==> config.mk <==
export PLATFORM = sky130hd
export DESIGN_NAME = cdb_arbiter
export DESIGN_NICKNAME = d
export VERILOG_FILES = /design/src/rtl/cdb_arbiter.sv
export SDC_FILE = /design/constraint.sdc
export NUM_CORES = 1
export LEC_CHECK = 0
export BUFFER_PORTS_ARGS = -buffer_cell sky130_fd_sc_hd__buf_2
export CAP_MARGIN = 5
export CORE_MARGIN = 1.5
export CORE_UTILIZATION = 30
export CTS_CLUSTER_SIZE = 25
export DETAILED_ROUTE_END_ITERATION = 7
export GPL_ROUTABILITY_DRIVEN = 0
export PLACE_DENSITY = 0.75
export SLEW_MARGIN = 25
export SYNTH_ARGS = -nofsm -noshare
export SYNTH_HDL_FRONTEND = slang
export SYNTH_SLANG_ARGS = --single-unit
==> constraint.sdc <==
create_clock -name clk -period 0.9 [get_ports clk]
set_input_delay 0.18 -clock clk [delete_from_list [all_inputs] [get_ports clk]]
set_output_delay 0.18 -clock clk [all_outputs]
set_load 0.005 [all_outputs]
==> src/rtl/cdb_arbiter.sv <==
// Common-data-bus arbiter: picks one ready reservation station per cycle and registers its broadcast.
// Optional macro CDB_ROUND_ROBIN_EN selects round-robin arbitration; fixed lowest-index priority otherwise.

package cdb_arbiter_pkg;

    typedef enum logic [3:0] {
        FU_RS0  = 4'd0,
        FU_RS1  = 4'd1,
        FU_RS2  = 4'd2,
        FU_RS3  = 4'd3,
        FU_RS4  = 4'd4,
        FU_RS5  = 4'd5,
        FU_RS6  = 4'd6,
        FU_RS7  = 4'd7,
        FU_RS8  = 4'd8,
        FU_RS9  = 4'd9,
        FU_RS10 = 4'd10,
        FU_RS11 = 4'd11,
        FU_RS12 = 4'd12,
        FU_RS13 = 4'd13,
        FU_RS14 = 4'd14,
        FU_RS15 = 4'd15
    } e_functional_unit;

endpackage

module cdb_arbiter #(
    parameter int NUM_RS     = 4,
    parameter int DATA_WIDTH = 32
) (
    input  logic                                   clk,
    input  logic                                   rst,
    input  logic [NUM_RS-1:0]                      ready_i,
    input  logic [NUM_RS-1:0][DATA_WIDTH-1:0]      value_i,
    input  logic                                   stall_i,
    input  logic                                   flush_i,
    output logic [NUM_RS-1:0]                      retire_o,
    output logic                                   bcast_en_o,
    output logic [DATA_WIDTH-1:0]                  bcast_data_o,
    output cdb_arbiter_pkg::e_functional_unit      bcast_rs_o
);

    import cdb_arbiter_pkg::*;

    localparam int PTR_W = (NUM_RS > 1) ? $clog2(NUM_RS) : 1;
    localparam logic [NUM_RS-1:0] ONE_HOT0 = {{(NUM_RS-1){1'b0}}, 1'b1};

    logic [NUM_RS-1:0]     retire_q,     retire_d;
    logic                  bcast_en_q,   bcast_en_d;
    logic [DATA_WIDTH-1:0] bcast_data_q, bcast_data_d;
    e_functional_unit      bcast_rs_q,   bcast_rs_d;

    logic [NUM_RS-1:0]     eligible_s;
    logic                  win_found_s;
    logic [PTR_W-1:0]      win_idx_s;

`ifdef CDB_ROUND_ROBIN_EN
    localparam int unsigned NRS_U = NUM_RS;

    logic [PTR_W-1:0]      ptr_q, ptr_d;

    // (base + off) mod NUM_RS for off < NUM_RS, without a divider
    function automatic logic [PTR_W-1:0] wrap_add(input logic [PTR_W-1:0] base,
                                                  input int unsigned      off);
        int unsigned sum;
        sum = 32'(base) + off;
        if (sum >= NRS_U) begin
            sum = sum - NRS_U;
        end else begin
            sum = sum;
        end
        return PTR_W'(sum);
    endfunction

    // Scan downward in distance so the nearest eligible index at or after ptr wins
    function automatic logic [PTR_W:0] pick_rr(input logic [NUM_RS-1:0] elig,
                                               input logic [PTR_W-1:0]  ptr);
        logic [PTR_W:0]   res;
        logic [PTR_W-1:0] idx;
        res = {1'b0, {PTR_W{1'b0}}};
        for (int k = NUM_RS - 1; k >= 0; k--) begin
            idx = wrap_add(ptr, k);
            if (elig[idx]) begin
                res = {1'b1, idx};
            end else begin
                res = res;
            end
        end
        return res;
    endfunction
`else
    // Lowest set index wins
    function automatic logic [PTR_W:0] pick_fixed(input logic [NUM_RS-1:0] elig);
        logic [PTR_W:0] res;
        res = {1'b0, {PTR_W{1'b0}}};
        for (int i = NUM_RS - 1; i >= 0; i--) begin
            if (elig[PTR_W'(i)]) begin
                res = {1'b1, PTR_W'(i)};
            end else begin
                res = res;
            end
        end
        return res;
    endfunction
`endif

    // Winner selection over requests not retiring this cycle
    always_comb begin
        eligible_s = ready_i & ~retire_q;
`ifdef CDB_ROUND_ROBIN_EN
        {win_found_s, win_idx_s} = pick_rr(eligible_s, ptr_q);
`else
        {win_found_s, win_idx_s} = pick_fixed(eligible_s);
`endif
    end

    // Next-state: flush beats stall beats a fresh grant; data/source hold when idle
    always_comb begin
        retire_d     = {NUM_RS{1'b0}};
        bcast_en_d   = 1'b0;
        bcast_data_d = bcast_data_q;
        bcast_rs_d   = bcast_rs_q;
`ifdef CDB_ROUND_ROBIN_EN
        ptr_d        = ptr_q;
`endif
        if (flush_i) begin
`ifdef CDB_ROUND_ROBIN_EN
            ptr_d = {PTR_W{1'b0}};
`else
            bcast_en_d = 1'b0;
`endif
        end else if (!stall_i && win_found_s) begin
            retire_d     = ONE_HOT0 << win_idx_s;
            bcast_en_d   = 1'b1;
            bcast_data_d = value_i[win_idx_s];
            bcast_rs_d   = e_functional_unit'(4'(win_idx_s));
`ifdef CDB_ROUND_ROBIN_EN
            ptr_d        = wrap_add(win_idx_s, 32'd1);
`endif
        end else begin
            bcast_en_d = 1'b0;
        end
    end

    // State registers with synchronous active-low reset
    always_ff @(posedge clk) begin
        if (!rst) begin
            retire_q     <= {NUM_RS{1'b0}};
            bcast_en_q   <= 1'b0;
            bcast_data_q <= {DATA_WIDTH{1'b0}};
            bcast_rs_q   <= FU_RS0;
`ifdef CDB_ROUND_ROBIN_EN
            ptr_q        <= {PTR_W{1'b0}};
`endif
        end else begin
            retire_q     <= retire_d;
            bcast_en_q   <= bcast_en_d;
            bcast_data_q <= bcast_data_d;
            bcast_rs_q   <= bcast_rs_d;
`ifdef CDB_ROUND_ROBIN_EN
            ptr_q        <= ptr_d;
`endif
        end
    end

    assign retire_o     = retire_q;
    assign bcast_en_o   = bcast_en_q;
    assign bcast_data_o = bcast_data_q;
    assign bcast_rs_o   = bcast_rs_q;

endmodule

Word-level counts from Yosys, hierarchy flattened. Index checks and enable logic that the tools add are counted. W data, S select, Z words.

Bitwise logic cells: 5. Shifts and indexed selects: 1. Mux-type cells: 5. Magnitude comparators: 1. Reductions and logical operators: 5.

Operator list (number): $bmux W32 S2 (1); $mux W32 (1); $mux W3 (2); $shl A1 B2 Y4 const A (1); $lt A2 B3 Y1 const B (1); $not A1 Y1 (3); $reduce_or A3 Y1 (1); $and A2 B2 Y2 (1); $not A2 Y2 (1); $reduce_and A2 Y1 (1); $reduce_or A2 Y1 (1); $logic_and A1 B1 Y1 (1); $logic_not A1 Y1 (1); $mux W1 (1).

Flip-flop bits (word level): 39. Output and inout port bits: 41.

Longest topological paths before layout. Gate-level depths: netlist of the first run.

Depth in word-level cells: 7. Depth in mapped cells: 5.

Worst setup path before layout of the first run. No wires, ideal clock.

Kind: register to register. Start point: register retire_q[0], in the netlist retire_o[0]. End point: register bcast_data_q[0], in the netlist bcast_data_o[0]. Period minus slack after synthesis: 1.061 ns. Data arrival time: 0.934 ns. Data required time: 0.772 ns. Stages on the path, launching flop included: 6. Slack: -0.161 ns. Cells stage by stage: dfxtp_1 -> nand2b_4 -> buf_12 -> buf_12 -> mux2i_1 -> o21ai_1.

Cells in the longest elaborated chain, start to end: 5.

RTL lines: start: declaration (line 48) `logic [NUM_RS-1:0] retire_q, retire_d;`; start signal: assignment (line 148) `retire_q <= {NUM_RS{1'b0}};`; start signal: assignment (line 156) `retire_q <= retire_d;`; $not A2 Y2 (*) (line 109) `eligible_s = ready_i & ~retire_q;`; $and A2 B2 Y2 (*) (line 109); $mux W3 (*) (line 97) `if (elig[PTR_W'(i)]) begin`; $bmux W32 S2 / $logic_and A1 B1 Y1 (equally long branches) (line 135, 132); $mux W32 (not written as such) / $reduce_and A2 Y1 (equally long branches); end signal: assignment (line 150) `bcast_data_q <= {DATA_WIDTH{1'b0}};`; end signal: assignment (line 158) `bcast_data_q <= bcast_data_d;`; end: declaration (line 50) `logic [DATA_WIDTH-1:0] bcast_data_q, bcast_data_d;`.

Every way passes the cells marked *; elsewhere a longest branch is shown, timed or not. The select of a mux whose other input is x is not followed. A chain may end at the register's enable or synchronous reset.

Worst setup path in the final report of the first run.
Start point: register retire_q[0], in the netlist retire_o[0]. End point: register bcast_data_q[11], in the netlist bcast_data_o[11].

Same word-level chain as after synthesis.

==> flow_summary.json, run 1 <==
{
  "track_usage": 0.1382,
  "cts_buffers": 5,
  "clk_latency_ps": 270,
  "synth_cells": 156,
  "r2r_slack_ps": -190,
  "tritoncts": "built",
  "cts.sinks": 36,
  "period_needed_ps": 1090,
  "power.leakage_uw": 0.001192,
  "antenna_cells": 0,
  "status": "complete, but fails checks",
  "setup_ws_ps": -190.4,
  "hpwlAfterDp_um": 2869,
  "die_area_um2": 5508,
  "pre_cts_ws_ps": -193.9,
  "rows": 25,
  "critPathLaunch": "retire_o[0]",
  "setup_viol": 33,
  "worstReg2RegEnd": "bcast_data_o[11]",
  "netlist_area_um2": 1521,
  "syn_area_per_cell_um2": 9.753,
  "r2r-start": "retire_o[0]",
  "drc": 0,
  "grt_max_degree": 22,
  "viasPerCell": 4.269,
  "grt-ovfl-total": 0,
  "mostFrequentLayoutCells": "85 x buf_2, 33 x nand2_1, 33 x dfxtp_2, 32 x o21ai_1, 27 x mux2i_1",
  "endpoint_kind": "flip-flop",
  "drt-total-wl_um": 3703,
  "antenna_found_initial": 0,
  "h-tree-depth": 2,
  "cp_top_family": "flip-flops",
  "cp.arrival_ps": 1250,
  "die_w_um": 74.22,
  "required_ps": 1060,
  "holdCritPathClass": "primary input to flip-flop",
  "root_buffer": "clkbuf_8",
  "hold_viol_final": 0,
  "skew_ps": 4.256,
  "path_cells": "nand2b_4 > buf_12 > mux2i_2 > o21ai_1",
  "synth-seq-area-share": 0.4737,
  "min_from": "value_i[10]",
  "crit_type": "flip-flop to flip-flop",
  "area_delta_synth_final_pct": 54.28,
  "ctsLongestPathBuffers": 2,
  "start_kind": "flip-flop",
  "final_max_slew_viol_count": 0,
  "ant_nets": 0,
  "num_vias": 1413,
  "layout_commonest_cell": "buf_2",
  "met1_usage": 0.1388,
  "start_util": 0.3158,
  "rr_worst_depth": 4,
  "min_path_cells": 3,
  "grt_most_used_layer": "met2",
  "clkTransAtPathRegs_ps": 60,
  "grt_pass1_vias": 1340,
  "fmax_mhz": 917.1,
  "layout-drive-gt1-share": 0.6023,
  "io-pin-count": 177,
  "slowest_delay_ps": 320,
  "grt_setup_unrepaired": "yes",
  "use_met3": 0.05285,
  "path_buf_inv": 1,
  "violations": "setup timing",
  "die_y_um": 74.22,
  "critPathMaxFanout": 12,
  "firstDrtPassIters": 3,
  "port_buffers": 104,
  "grt_pass1_wl_um": 5754,
  "place_area_um2": 2082,
  "ir_drop_v": 0.0006599,
  "p_per_area_nw_per_um2": 1426,
  "yosys_warnings": 0,
  "stdcell_area_um2": 2347,
  "ys_ff_latch": 36,
  "nets": 402,
  "hold_buffers": 0,
  "drt_iter0_drc": 25,
  "maxCapViolations": 0,
  "coreArea_um2": 4817,
  "worstHoldEndpoint": "bcast_data_o[10]",
  "wl_per_cell_um": 11.19,
  "grt_util_met2": 0.2530,
  "nFillCells": 474,
  "finalCritPeriodShare": 1.212,
  "ys_types": 16,
  "cp_slowest_cell": "dfxtp_2"
}
-- area by class of cell --
| cell class | count | area [um2] | share of cell area |
|---|---|---|---|
| timing repair buffer | 114 | 743.2 | 0.3166 |
| clock buffer | 5 | 68.82 | 0.02932 |
| tap | 67 | 83.83 | 0.03571 |
| sequential | 36 | 762.0 | 0.3246 |
| inverter | 1 | 3.754 | 0.001599 |
| multi-input combinational | 108 | 685.7 | 0.2921 |
-- worst register-to-register path, delay by kind of cell (launching register included) --
kind	cells	cell delay (ps)
flops	1	320
buf+inv	1	170
compound gates	1	70
simple gates	1	180
mux	1	240
-- state kept, by name (all words and copies together), names as in the netlist --
name / cells
bcast_data_o: 32
retire_o: 2
bcast_en_o: 1
bcast_rs_o: 1
-- report_power, final --
part | switching, uW | internal [uW]
clock | 484 | 498
combinational | 254 | 370
sequential | 47.4 | 1690
-- cells in the mapped netlist --
library cell	n	area, um2
mux2i_1	32	320.3
buf_2	4	20.02
inv_1	1	3.750
and3_2	1	7.510
nor2_1	2	7.510
o21a_1	1	7.510
buf_12	4	80.08
clkbuf_1	2	7.510
dfxtp_1	36	720.7
o21ai_0	3	15.01
nand2b_4	1	13.76
buf_4	5	37.54
a21o_1	1	7.510
o21ai_1	29	145.1
nand2_1	33	123.9
conb_1	1	3.750
-- stage by stage --
step	TNS, ps	cells	total power [uW]	hold slack (ps)	util
floorplan	-4175	160	2058	353.0	-
global placement	-4645	324	2292	433.4	0.4322
detailed placement	-4908	324	2308	438.1	0.4322
CTS	-5413	329	3346	149.2	0.4608
global route	-7917	331	3538	153.0	0.4873
finish	-4973	331	3348	163.6	0.4873
-- cell families after synthesis --
logic type | share of synthesized area
AOI/OAI and AO/OA | 0.1151
buffers and inverters | 0.09787
DFF | 0.4737
muxes | 0.2105
other | 0.002465
and+or+nand+nor | 0.1003
-- worst max path at each step --
stage | endpoint | slack (ps) | cells after the start
2_1_floorplan | bcast_data_o[0] | -140 | 5
3_3_place_gp | bcast_data_o[21] | -190 | 4
3_5_place_dp | bcast_data_o[11] | -190 | 4
4_1_cts | bcast_data_o[11] | -200 | 4
5_1_grt | bcast_data_o[11] | -260 | 4
6_report | bcast_data_o[11] | -190 | 4
-- metal layers --
metal	part of all wire	vias up
met1	0.39	615
met2	0.53	65
met5	0	-
met4	0.0051	0
met3	0.083	2
li1	-	731
-- repair_timing --
action,CTS,global route
endpoints found under the setup margin,67,68
pin swaps,0,2
setup buffers,0,2
resized for setup,37,20
(Power assumes the default switching activity.)
==> inputs of run 2 (changes only) <==
==> constraint.sdc (replaced) <==
create_clock -name clk -period 1 [get_ports clk]
set_input_delay 0.2 -clock clk [delete_from_list [all_inputs] [get_ports clk]]
set_output_delay 0.2 -clock clk [all_outputs]
set_load 0.005 [all_outputs]
==> run 2 against run 1 <==
The run still ends with setup timing left. Combinational power decreased by 19%. Clock skew down 1.4 ps. Power is 11% lower. Sequential cell count stayed put. Via count up 1.3%. Count of clock-buffer cells in the layout is 1 higher. Global-route usage down 1.3 points. Sequential share of layout area grew 0.58 points. Highest routed layer unchanged. Core utilization down 3.4 points. Routed wire length shrank 5.3%.
==> flow_summary.json, run 2 (synthesis results as in run 1) <==
{
  "violations": "setup timing",
  "status": "complete, but fails checks",
  "largest_register_ffs": 32,
  "layout_commonest_cell": "buf_2",
  "endpoint_kind": "flip-flop",
  "holdCritPathClass": "primary input to flip-flop",
  "coreArea_um2": 4817,
  "viasPerCell": 4.284,
  "regArea_um2": 721.9,
  "wl_per_cell_um": 10.49,
  "fmax_mhz": 910.5,
  "power.leakage_uw": 0.001176,
  "cts_buffers": 5,
  "num_vias": 1431,
  "critPathMaxFanout": 17,
  "clk_latency_ps": 280,
  "clkTransAtPathRegs_ps": 70,
  "period_needed_ps": 1098,
  "final_max_slew_viol_count": 0,
  "skew_ps": 2.862,
  "area_delta_synth_final_pct": 43.59,
  "grt_pass1_vias": 1231,
  "antenna_found_initial": 0,
  "p_per_area_nw_per_um2": 1364,
  "setup_ws_ps": -98.29,
  "die_area_um2": 5508,
  "grt-ovfl-total": 0,
  "finalCritPeriodShare": 1.098,
  "die_y_um": 74.22,
  "ant_nets": 0,
  "track_usage": 0.1249,
  "hold_viol_final": 0,
  "fin_cells": 334,
  "crit_type": "flip-flop to flip-flop",
  "nFillCells": 505,
  "firstDrtPassIters": 4,
  "cp.arrival_ps": 1270,
  "hpwlAfterDp_um": 2760,
  "rows": 25,
  "place_inst": 325,
  "ctsLongestPathBuffers": 2,
  "utilization": 0.4535,
  "ir_drop_v": 0.0007891,
  "grt_max_degree": 20,
  "nets": 403,
  "start_util": 0.3158,
  "grt_pass1_wl_um": 5161,
  "drc": 0,
  "h-tree-depth": 2,
  "setup_viol": 32,
  "antenna_cells": 0,
  "drt_iter0_drc": 20,
  "mostFrequentLayoutCells": "104 x buf_2, 35 x dfxtp_1, 33 x nand2_1, 31 x mux2i_1, 31 x o21ai_1",
  "io-pin-count": 177,
  "required_ps": 1170,
  "multi_input_area_um2": 670.6,
  "grt_setup_unrepaired": "yes",
  "tritoncts": "built",
  "root_buffer": "clkbuf_8",
  "cts.sinks": 36,
  "r2r_slack_ps": -100,
  "port_buffers": 104,
  "maxCapViolations": 0,
  "die_w_um": 74.22,
  "drt-total-wl_um": 3505,
  "layout-drive-gt1-share": 0.4682,
  "start_kind": "flip-flop"
}
[run 2: cell types whose count changed in the layout (fill, tap and decap cells not counted)]
cell,change
dfxtp_2,-32
o21ai_0,+1
buf_2,+19
buf_6,-17
o21ai_1,-1
mux2i_1,+4
clkbuf_1,+1
clkinv_2,+1
dfxtp_1,+32
buf_12,-1
mux2i_2,-4
[run 2: final timing paths]
path | cells after the start | end | from
setup / recovery | 4 | bcast_data_o[13] | retire_o[0]
hold / removal | 3 | bcast_data_o[20] | value_i[20]
setup reg to reg | 4 | bcast_data_o[13] | retire_o[0]
hold reg to reg | 2 | bcast_data_o[25] | bcast_data_o[25]
[run 2: cell type report]
| cell class | instances | share of cell area |
|---|---|---|
| clock buffers | 6 | 0.03322 |
| clock inverters | 1 | 0.002291 |
| inverters | 1 | 0.001718 |
| multi-input cells | 108 | 0.3070 |
| flip-flops and latches | 36 | 0.3305 |
| well taps | 67 | 0.03837 |
| repair buffers | 115 | 0.2869 |
[run 2: per-layer routing]
layer	routed length [um]	part of all wire	vias up	global-route usage
li1	-	-	737	-
met1	1441	0.41	627	0.1234
met2	1780	0.51	63	0.2351
met3	263	0.075	4	0.05420
met4	19	0.0054	0	0.03636
met5	0	0	-	0
[run 2: stage by stage]
| stage | instance area (um2) | setup TNS, ps | hold slack [ps] | worst slack [ps] | total power [uW] |
|---|---|---|---|---|---|
| CTS | 2158 | -2167 | 168.1 | -103.3 | 3026 |
| global placement | 2077 | -1529 | 433.0 | -85.83 | 2053 |
| detailed placement | 2077 | -2170 | 437.7 | -117.8 | 2069 |
| floorplan | 1538 | -1144 | 373.0 | -41.64 | 1851 |
| global route | 2185 | -3871 | 182.4 | -163.6 | 3169 |
| finish | 2185 | -2108 | 176.4 | -98.29 | 2979 |
[run 2: power by group]
part	internal, uW	leakage [uW]	switching, uW
combinational	282	0.000840	222
clock	473	0.0000410	460
sequential	1510	0.000295	32.4
[run 2: what timing repair did]
action | CTS | global route
pin swaps | 0 | 0
hold buffers | 0 | 0
buffers inserted | 0 | 2
resized for setup | 1 | 5
setup endpoints to repair | 30 | 33
[run 2: critical path, cell delays in order (launching register included)]
cell	delay [ps]
dfxtp_2	330
nand2b_4	170
buf_12	180
mux2i_1	230
o21ai_1	70
==> inputs of run 3 (changes only) <==
--- a/config.mk
+++ b/config.mk
@@ -13,6 +13,7 @@
 export DETAILED_ROUTE_END_ITERATION = 7
 export GPL_ROUTABILITY_DRIVEN = 0
 export PLACE_DENSITY = 0.75
+export SETUP_SLACK_MARGIN = 0.4
 export SLEW_MARGIN = 25
 export SYNTH_ARGS = -nofsm -noshare
 export SYNTH_HDL_FRONTEND = slang
==> run 3 against run 2 <==
The flow still finishes with violations (setup timing). Maximum frequency down 0.25%. Final cell count down 0.30%. Power up 1.8%. Worst hold slack better by 6.8 ps. Register-to-register slack about the same. First-iteration DRC count down 5.0%. Clock skew up 2.2 ps. Critical path depth unchanged. Count of clock-buffer cells in the layout unchanged. Sequential share of layout area down 0.11 points. Clock power down 0.6%. Worst setup slack worse by 2.8 ps.
==> flow_summary.json, run 3 (synthesis results as in run 1) <==
{
  "grt_max_degree": 20,
  "hold_buffers": 0,
  "endpoint_kind": "flip-flop",
  "hold_viol_final": 0,
  "track_usage": 0.1265,
  "grt_setup_unrepaired": "yes",
  "grt_pass1_vias": 1302,
  "io-pin-count": 177,
  "port_buffers": 104,
  "period_needed_ps": 1101,
  "p_per_area_nw_per_um2": 1309,
  "setup_ws_ps": -101.1,
  "layout_commonest_cell": "buf_2",
  "cts_buffers": 5,
  "cts.sinks": 36,
  "utilization": 0.4810,
  "firstDrtPassIters": 4,
  "clk_latency_ps": 270,
  "holdWs_ps": 183.2,
  "violations": "setup timing",
  "die_w_um": 74.22,
  "crit_end": "bcast_data_o[13]",
  "wl_met1_um": 1486,
  "crit_type": "flip-flop to flip-flop",
  "antenna_found_initial": 0,
  "holdCritPathClass": "primary input to flip-flop",
  "final_max_slew_viol_count": 0,
  "die_area_um2": 5508,
  "start_kind": "flip-flop",
  "drt-total-wl_um": 3667,
  "largest_register_ffs": 32,
  "dr_wl_met2_um": 1866,
  "required_ps": 1160,
  "num_vias": 1453,
  "fin_cells": 333,
  "wl_per_cell_um": 11.01,
  "h-tree-depth": 2,
  "root_buffer": "clkbuf_8",
  "start_util": 0.3158,
  "drt_iter0_drc": 19,
  "place_inst": 325,
  "ir_drop_v": 0.0007669,
  "tritoncts": "built",
  "finalCritPeriodShare": 1.101,
  "fmax_mhz": 908.2,
  "critPathLaunch": "retire_o[0]",
  "total_power_uw": 3034,
  "mostFrequentLayoutCells": "90 x buf_2, 34 x dfxtp_2, 33 x nand2_1, 32 x o21ai_1, 30 x mux2i_1",
  "hpwlAfterDp_um": 2865,
  "cp.arrival_ps": 1260,
  "ant_nets": 0,
  "maxCapViolations": 0,
  "ctsLongestPathBuffers": 2,
  "grt-ovfl-total": 0,
  "coreArea_um2": 4817,
  "critPathMaxFanout": 14,
  "clkTransAtPathRegs_ps": 70,
  "top_layer_used": "met4",
  "viasPerCell": 4.363,
  "skew_ps": 5.062,
  "rr_worst_depth": 4,
  "met3_length_um": 276,
  "r2r_slack_ps": -100,
  "nets": 402,
  "setup_viol": 33,
  "antenna_cells": 0,
  "setup-tns-final_ps": -2345,
  "drc": 0,
  "r2r-start": "retire_o[0]",
  "layout-drive-gt1-share": 0.5977,
  "power.leakage_uw": 0.001195,
  "worstReg2RegEnd": "bcast_data_o[13]",
  "rows": 25,
  "grt_pass1_wl_um": 5423,
  "die_y_um": 74.22,
  "area_delta_synth_final_pct": 52.30,
  "status": "complete, but fails checks"
}
==> run 3: worst min-delay path by stage <==
stage / from / endpoint / cells past startpoint
global placement: bcast_data_o[27] / bcast_data_o[27] / 2
detailed placement: bcast_rs_o[0] / bcast_rs_o[0] / 1
floorplan: value_i[0] / bcast_data_o[0] / 2
global route: value_i[5] / bcast_data_o[5] / 3
CTS: value_i[15] / bcast_data_o[15] / 3
finish: value_i[14] / bcast_data_o[14] / 3
==> run 3: timing repair <==
item	4_1_cts	5_1_grt
endpoints found under the setup margin	71	72
resized for setup	34	17
buffers inserted	1	0
==> run 3: per-layer routing <==
| layer | track usage | vias up |
|---|---|---|
| met5 | 0 | - |
| met4 | 0.04242 | 0 |
| met3 | 0.03930 | 4 |
| met2 | 0.2351 | 68 |
| met1 | 0.1349 | 643 |
| li1 | - | 738 |
==> run 3: per-stage QoR <==
stage	setup WS [ps]	cell area, um2
after global placement	-96.25	2090
after global routing	-174.2	2317
after CTS	-117.0	2235
final	-101.1	2317
after floorplan	-41.63	1540
after detailed placement	-115.3	2090
==> run 3: power by group <==
part           internal (uW)  switching (uW)  total (uW)
clock                    473             455         927
combinational            317             223         540
sequential              1520            41.2        1570
total                   2310             719        3030
==> run 3: layout make-up <==
class / instances / area [um2]
Sequential cell: 36 / 763.2
Clock buffer: 6 / 72.57
Multi-Input combinational cell: 108 / 680.7
Clock inverter: 1 / 5.005
Inverter: 1 / 3.754
Tap cell: 67 / 83.83
Fill cell: 484 / 2500
Timing Repair Buffer: 114 / 708.2
==> run 3: critical path: stages, from the launching register on <==
cell and delay [ps]:
dfxtp_2 330, nand2b_4 190, buf_12 170, mux2i_1 210, o21ai_1 70
